<file path="src/rtl/lsu_issue_queue.sv">
// Age-ordered load/store reservation queue. It wakes operands from the CDB and
// issues the oldest eligible op, blocking loads behind older stores.
module lsu_issue_queue #(
  parameter int DEPTH    = 8,
  parameter int DISPATCH = 2,
  parameter int CDB_N    = 2,
  parameter int ROB_W    = 5,
  parameter int DATA_W   = 32
) (
  input  logic                            clk,
  input  logic                            rst,
  input  logic                            flush,
  output logic [DISPATCH-1:0]             alloc_ready,
  input  logic [DISPATCH-1:0]             disp_valid,
  input  logic [DISPATCH-1:0][ROB_W-1:0]  disp_reorder,
  input  logic [DISPATCH-1:0]             disp_is_store,
  input  logic [DISPATCH-1:0][1:0]        disp_size,
  input  logic [DISPATCH-1:0][DATA_W-1:0] disp_imm,
  input  logic [DISPATCH-1:0]             disp_base_rdy,
  input  logic [DISPATCH-1:0]             disp_sd_rdy,
  input  logic [DISPATCH-1:0][DATA_W-1:0] disp_base,
  input  logic [DISPATCH-1:0][DATA_W-1:0] disp_sd,
  input  logic [CDB_N-1:0]                cdb_valid,
  input  logic [CDB_N-1:0][ROB_W-1:0]     cdb_reorder,
  input  logic [CDB_N-1:0][DATA_W-1:0]    cdb_value,
  output logic                            iss_valid,
  input  logic                            iss_ready,
  output logic [ROB_W-1:0]                iss_reorder,
  output logic                            iss_is_store,
  output logic [1:0]                      iss_size,
  output logic [DATA_W-1:0]               iss_vaddr,
  output logic [DATA_W-1:0]               iss_wdata,
  output logic [$clog2(DEPTH+1)-1:0]      count,
  output logic                            empty
);
  localparam int IDX_W = (DEPTH > 1) ? $clog2(DEPTH) : 1;
  localparam int CNT_W = $clog2(DEPTH + 1);

  logic [DEPTH-1:0]             valid_q;
  logic [DEPTH-1:0][ROB_W-1:0]  reorder_q;
  logic [DEPTH-1:0]             store_q;
  logic [DEPTH-1:0][1:0]        size_q;
  logic [DEPTH-1:0][DATA_W-1:0] imm_q;
  logic [DEPTH-1:0]             base_rdy_q;
  logic [DEPTH-1:0][DATA_W-1:0] base_q;
  logic [DEPTH-1:0]             sd_rdy_q;
  logic [DEPTH-1:0][DATA_W-1:0] sd_q;
  // older_q[i][j] set means entry j is older than entry i (meaningful only while both are valid)
  logic [DEPTH-1:0][DEPTH-1:0]  older_q;
  logic                         lock_q;
  logic [IDX_W-1:0]             lock_idx_q;

  logic [DEPTH-1:0][DATA_W:0]    ent_base_lk, ent_sd_lk;
  logic [DISPATCH-1:0][DATA_W:0] disp_base_lk, disp_sd_lk;
  logic [DISPATCH-1:0]              new_base_rdy, new_sd_rdy;
  logic [DISPATCH-1:0][DATA_W-1:0]  new_base, new_sd;
  logic [DISPATCH-1:0]              accept;
  logic [DISPATCH-1:0][IDX_W-1:0]   alloc_idx;
  logic [DISPATCH-1:0][DEPTH-1:0]   prior;
  logic [DEPTH-1:0]                 alloc_mask;
  logic [DISPATCH-1:0]              ar_next;
  int                               n_accept, next_count;
  logic [DEPTH-1:0]                 elig;
  logic                             any_elig;
  logic [IDX_W-1:0]                 sel_idx, iss_idx;
  logic                             fire;

  // Returns {hit, value}; scanning downward lets the lowest-numbered bus win.
  function automatic logic [DATA_W:0] cdb_lookup(
    input logic [ROB_W-1:0]             tag,
    input logic [CDB_N-1:0]             bus_valid,
    input logic [CDB_N-1:0][ROB_W-1:0]  bus_reorder,
    input logic [CDB_N-1:0][DATA_W-1:0] bus_value
  );
    logic [DATA_W:0] r;
    r = '0;
    for (int j = CDB_N - 1; j >= 0; j--)
      if (bus_valid[j] && bus_reorder[j] == tag) r = {1'b1, bus_value[j]};
    return r;
  endfunction

  always_comb begin
    for (int i = 0; i < DEPTH; i++) begin
      ent_base_lk[i] = cdb_lookup(base_q[i][ROB_W-1:0], cdb_valid, cdb_reorder, cdb_value);
      ent_sd_lk[i]   = cdb_lookup(sd_q[i][ROB_W-1:0], cdb_valid, cdb_reorder, cdb_value);
    end
    for (int k = 0; k < DISPATCH; k++) begin
      disp_base_lk[k] = cdb_lookup(disp_base[k][ROB_W-1:0], cdb_valid, cdb_reorder, cdb_value);
      disp_sd_lk[k]   = cdb_lookup(disp_sd[k][ROB_W-1:0], cdb_valid, cdb_reorder, cdb_value);
    end
  end

  // Loads carry no store data, so their sd operand is born ready and zero.
  always_comb begin
    for (int k = 0; k < DISPATCH; k++) begin
      new_base_rdy[k] = disp_base_rdy[k] | disp_base_lk[k][DATA_W];
      new_base[k]     = (!disp_base_rdy[k] && disp_base_lk[k][DATA_W]) ?
                        disp_base_lk[k][DATA_W-1:0] : disp_base[k];
      if (!disp_is_store[k]) begin
        new_sd_rdy[k] = 1'b1;
        new_sd[k]     = '0;
      end else begin
        new_sd_rdy[k] = disp_sd_rdy[k] | disp_sd_lk[k][DATA_W];
        new_sd[k]     = (!disp_sd_rdy[k] && disp_sd_lk[k][DATA_W]) ?
                        disp_sd_lk[k][DATA_W-1:0] : disp_sd[k];
      end
    end
  end

  always_comb begin
    for (int i = 0; i < DEPTH; i++) begin
      if (store_q[i])
        elig[i] = valid_q[i] & base_rdy_q[i] & sd_rdy_q[i] & ~|(older_q[i] & valid_q);
      else
        elig[i] = valid_q[i] & base_rdy_q[i] & ~|(older_q[i] & valid_q & store_q);
    end
  end

  always_comb begin
    sel_idx  = '0;
    any_elig = 1'b0;
    for (int i = 0; i < DEPTH; i++)
      if (elig[i] && ((older_q[i] & elig) == '0)) begin
        sel_idx  = IDX_W'(i);
        any_elig = 1'b1;
      end
  end

  assign iss_idx      = lock_q ? lock_idx_q : sel_idx;
  assign iss_valid    = lock_q | any_elig;
  assign fire         = iss_valid & iss_ready;
  assign iss_reorder  = reorder_q[iss_idx];
  assign iss_is_store = store_q[iss_idx];
  assign iss_size     = size_q[iss_idx];
  assign iss_vaddr    = base_q[iss_idx] + imm_q[iss_idx];
  assign iss_wdata    = store_q[iss_idx] ? sd_q[iss_idx] : '0;
  assign empty        = (count == '0);

  // alloc_ready guarantees enough free entries exist for every accepted slot.
  always_comb begin
    accept     = disp_valid & alloc_ready;
    alloc_mask = '0;
    n_accept   = 0;
    for (int k = 0; k < DISPATCH; k++) begin
      prior[k]     = alloc_mask;
      alloc_idx[k] = '0;
      if (accept[k]) begin
        n_accept = n_accept + 1;
        for (int i = DEPTH - 1; i >= 0; i--)
          if (!valid_q[i] && !prior[k][i]) alloc_idx[k] = IDX_W'(i);
        alloc_mask[alloc_idx[k]] = 1'b1;
      end
    end
    next_count = int'(count) + n_accept - (fire ? 1 : 0);
    for (int k = 0; k < DISPATCH; k++)
      ar_next[k] = (DEPTH - next_count) > k;
  end

  // Reallocated entries clear their column first so stale age bits never survive reuse.
  always_ff @(posedge clk) begin
    if (rst || flush) begin
      valid_q     <= '0;
      lock_q      <= 1'b0;
      lock_idx_q  <= '0;
      count       <= '0;
      alloc_ready <= '1;
    end else begin
      for (int i = 0; i < DEPTH; i++) begin
        if (!base_rdy_q[i] && ent_base_lk[i][DATA_W]) begin
          base_rdy_q[i] <= 1'b1;
          base_q[i]     <= ent_base_lk[i][DATA_W-1:0];
        end
        if (!sd_rdy_q[i] && ent_sd_lk[i][DATA_W]) begin
          sd_rdy_q[i] <= 1'b1;
          sd_q[i]     <= ent_sd_lk[i][DATA_W-1:0];
        end
        for (int j = 0; j < DEPTH; j++)
          if (alloc_mask[i]) older_q[j][i] <= 1'b0;
      end
      if (fire) valid_q[iss_idx] <= 1'b0;
      for (int k = 0; k < DISPATCH; k++)
        if (accept[k]) begin
          valid_q[alloc_idx[k]]    <= 1'b1;
          reorder_q[alloc_idx[k]]  <= disp_reorder[k];
          store_q[alloc_idx[k]]    <= disp_is_store[k];
          size_q[alloc_idx[k]]     <= disp_size[k];
          imm_q[alloc_idx[k]]      <= disp_imm[k];
          base_rdy_q[alloc_idx[k]] <= new_base_rdy[k];
          base_q[alloc_idx[k]]     <= new_base[k];
          sd_rdy_q[alloc_idx[k]]   <= new_sd_rdy[k];
          sd_q[alloc_idx[k]]       <= new_sd[k];
          older_q[alloc_idx[k]]    <= valid_q | prior[k];
        end
      if (fire)
        lock_q <= 1'b0;
      else if (iss_valid) begin
        lock_q     <= 1'b1;
        lock_idx_q <= iss_idx;
      end
      count       <= CNT_W'(next_count);
      alloc_ready <= ar_next;
    end
  end
endmodule

</file>
<file path="config.mk">
export PLATFORM = sky130hd
export DESIGN_NAME = lsu_issue_queue
export DESIGN_NICKNAME = d
export VERILOG_FILES = /design/src/rtl/lsu_issue_queue.sv
export SDC_FILE = /design/constraint.sdc
export NUM_CORES = 2
export LEC_CHECK = 0
export ABC_AREA = 1
export CAP_MARGIN = 20
export CORE_AREA = 10 10 437 439
export CTS_CLUSTER_SIZE = 25
export DETAILED_ROUTE_END_ITERATION = 6
export DIE_AREA = 0 0 447 449
export PLACE_DENSITY_LB_ADDON = 0.2
export SYNTH_ARGS = -nofsm -noshare
export SYNTH_HDL_FRONTEND = slang
export SYNTH_SLANG_ARGS = --single-unit
</file>
<file path="constraint.sdc">
create_clock -name clk -period 64.5 [get_ports clk]
set_clock_uncertainty 0.2 [all_clocks]
set_input_delay 12.9 -clock clk [delete_from_list [all_inputs] [get_ports clk]]
set_output_delay 12.9 -clock clk [all_outputs]
set_load 0.05 [all_outputs]
</file>
==> metrics.cfg <==
[worst_setup_path]
path_common_cell=nand2_1
slowest_stage=clkdlybuf4s50_1
r2r_setup_slack_ps=57280
crit_fanout=23
critPathLaunchType=register
reg2reg_depth=19
end_kind=primary output
crit_required_ps=51400
cpPeakStageDelay_ps=890
path_class=reg2out
worst_ep_arrival_time_ps=10540

[logic_synthesis]
postSynthAreaPerCell_um2=7.18
synthTopCellsByArea=edfxtp_1 (38%), nand2_1 (14%), o21ai_0 (11%)
synth.most_common_cell=nand2_1
synthCells=10100
ys_async_sr_fraction=0
ys_types=61
ys.flop_type=edfxtp_1
syn-num-nets=10400
syn_area_mm2=0.0723
ys_ff_latch=930
synth_commonest_cells=nand2_1 (2,664), o21ai_0 (1,629), edfxtp_1 (912)
synth_edf_count=912
synthDominantCellAreaShare=0.379
ys.warnings.count=0
yosys.area.top_type=edfxtp_1
yosysSeqAreaShare=0.384

[drt]
wl_per_cell_um=32.4
wl_mm=401
vias=82100
drc=86
first_pass_iters=7
postRouteAntennaNets=0
viasPerCell=6.64
drt-initial-drc-count=14900

[clocking]
post_cts_resize_count=0
clock_tree.root_cell=clkbuf_16
cts_hold_buffers=0
cts_setup_buffers=0
cts_tree=built
cts_htree_levels=3
clk_pin_slew_ps=60
clock_latency_ps=850
clock_path_buffers=3
cts_buffers=117
clock-sinks=930

[grt]
grt_util_all_layers=0.378
grt_max_degree=160
antenna_found_initial=43
grt-ovfl-total=0
grt_pass1_wl_mm=559
grt_pass1_vias=73600

[outcome]
status=finished, violations left
violations=DRC

[floorplanning]
die_y_um=449
dieWidth_um=447
num_rows=157
core_mm2=0.182
dieArea_mm2=0.201
ios=374
initial_utilization=0.396

[power]
power_density_mw_per_mm2=25.4
power_mw=2.06
leakage_nw=30.4
peakVddDrop_mv=0.0412

[timing]
timing.final.crit_share=0.367
slew_viol_final=0
slew_headroom=0.151
fmax_mhz=42.3
setup_viol_count_final=0
tightest_slew_ps=1270
hold_viol_final=0
tns_ps=0
rsz0062_at_grt=no
fin_crit_ps=23640

[final_layout]
nNetsFinal=10200
num-fill-cells=18500
finalInstanceArea_mm2=0.0811
area_growth_pct=12.3
stdcell_count=12400
drive_above_1_share=0.0555

[placed_design]
dpl-instance-area_mm2=0.0772
dp_hpwl_mm=249
gp_congestion=1.06
io_buffers=373
dp_cells=12100

[min_path]
worstHoldPathCells=2
hold_path_class=reg2reg

[flow_run]
max-cap-violations=0

[critical path, delay by kind of cell, from the launching register on]
kind	cells	cell delay, ps
adder cells (fa/ha/maj)	2	490
flip-flops	1	640
AO/OA/AOI/OAI	13	4060
AND/OR/NAND/NOR	13	2060
buffers and inverters	3	2080
XOR/XNOR	1	370
[stage by stage]
| stage | setup slack (ps) | hold WS (ps) | utilization |
|---|---|---|---|
| 6_report | 40860 | 373 | 0.445 |
| 5_1_grt | 40360 | 430 | 0.445 |
| 4_1_cts | 40990 | 359 | 0.444 |
| 3_5_place_dp | 41830 | 345 | 0.424 |
| 3_3_place_gp | 41910 | 329 | 0.424 |
| 2_1_floorplan | 9020 | 295 | - |
[power breakdown]
| group | switching [mW] | leakage (nW) | internal (mW) |
|---|---|---|---|
| sequential | 0.0297 | 8.72 | 0.727 |
| combinational | 0.443 | 19.8 | 0.178 |
| clock | 0.303 | 1.84 | 0.377 |
| total | 0.776 | 30.4 | 1.28 |
[cells by family after synthesis]
| family | count (synthesis) | synth area share |
|---|---|---|
| AOI/OAI and AO/OA | 3759 | 0.307 |
| xor gates and xnor gates | 56 | 0.00679 |
| adders and majority gates | 43 | 0.00765 |
| buffers and inverters | 1523 | 0.0853 |
| DFF | 930 | 0.384 |
| muxes | 8 | 0.00111 |
| and+or+nand+nor | 3751 | 0.208 |
[per-layer routing]
| layer | share of wire | GRT usage | vias to the layer above |
|---|---|---|---|
| met3 | 0.14 | 0.113 | 1554 |
| met1 | 0.37 | 0.487 | 38400 |
| met4 | 0.087 | 0.275 | 20 |
| met5 | 0.00045 | 0.00240 | - |
| li1 | - | - | 35300 |
| met2 | 0.41 | 0.533 | 6744 |
[state kept, by name, summed over array words and instances, names as in the netlist, 4 cells and up]
name and flops:
reorder_q 40, imm_q 256, base_q 256, count 4, base_rdy_q 8, sd_q 256, valid_q 8, store_q 8
size_q 16, sd_rdy_q 8, older_q 64
[area by class of cell]
type	count	area, um2	area share
antenna	26	65.1	0.000802
tap	2385	2980	0.0368
inverter	590	2260	0.0278
multi-input combinational	7617	38700	0.478
sequential	930	27700	0.342
clock buffer	151	3130	0.0385
timing repair buffer	595	5530	0.0682
clock inverter	67	649	0.00801
[path summary, 6_finish.rpt]
path | startpoint | to
hold reg to reg | lock_idx_q[2] | lock_idx_q[2]
setup / recovery | store_q[1] | iss_vaddr[30]
setup reg to reg | valid_q[3] | base_q[95]
hold / removal | lock_idx_q[2] | lock_idx_q[2]
[cells in the final DEF, fill, tap and decap left out, types with 26 or more instances in the layout]
cell type        netlist  routed
a211oi_1              85      84
a21oi_1              350     338
a221oi_1              71      71
a31oi_1               61      61
buf_4                 18     210
clkbuf_1             628      28
clkbuf_16              0     118
clkdlybuf4s50_1        0     373
clkinv_1              16      35
diode_2                0      26
edfxtp_1             912     912
ha_1                  41      41
inv_1                546     538
inv_2                 28      31
nand2_1             2664    2657
nand3_1              371     359
nand4_1               34      34
nor2_1               529     525
nor3_1                64      63
o2111ai_1             48      48
o211ai_1             642     642
o21a_1                85      85
o21ai_0             1629    1629
o21ai_1              499     499
o22ai_1               94      94
o311ai_0             146     146
or2_2                 40      40
xor2_1                44      44
Power figures use the tool's default switching activity.
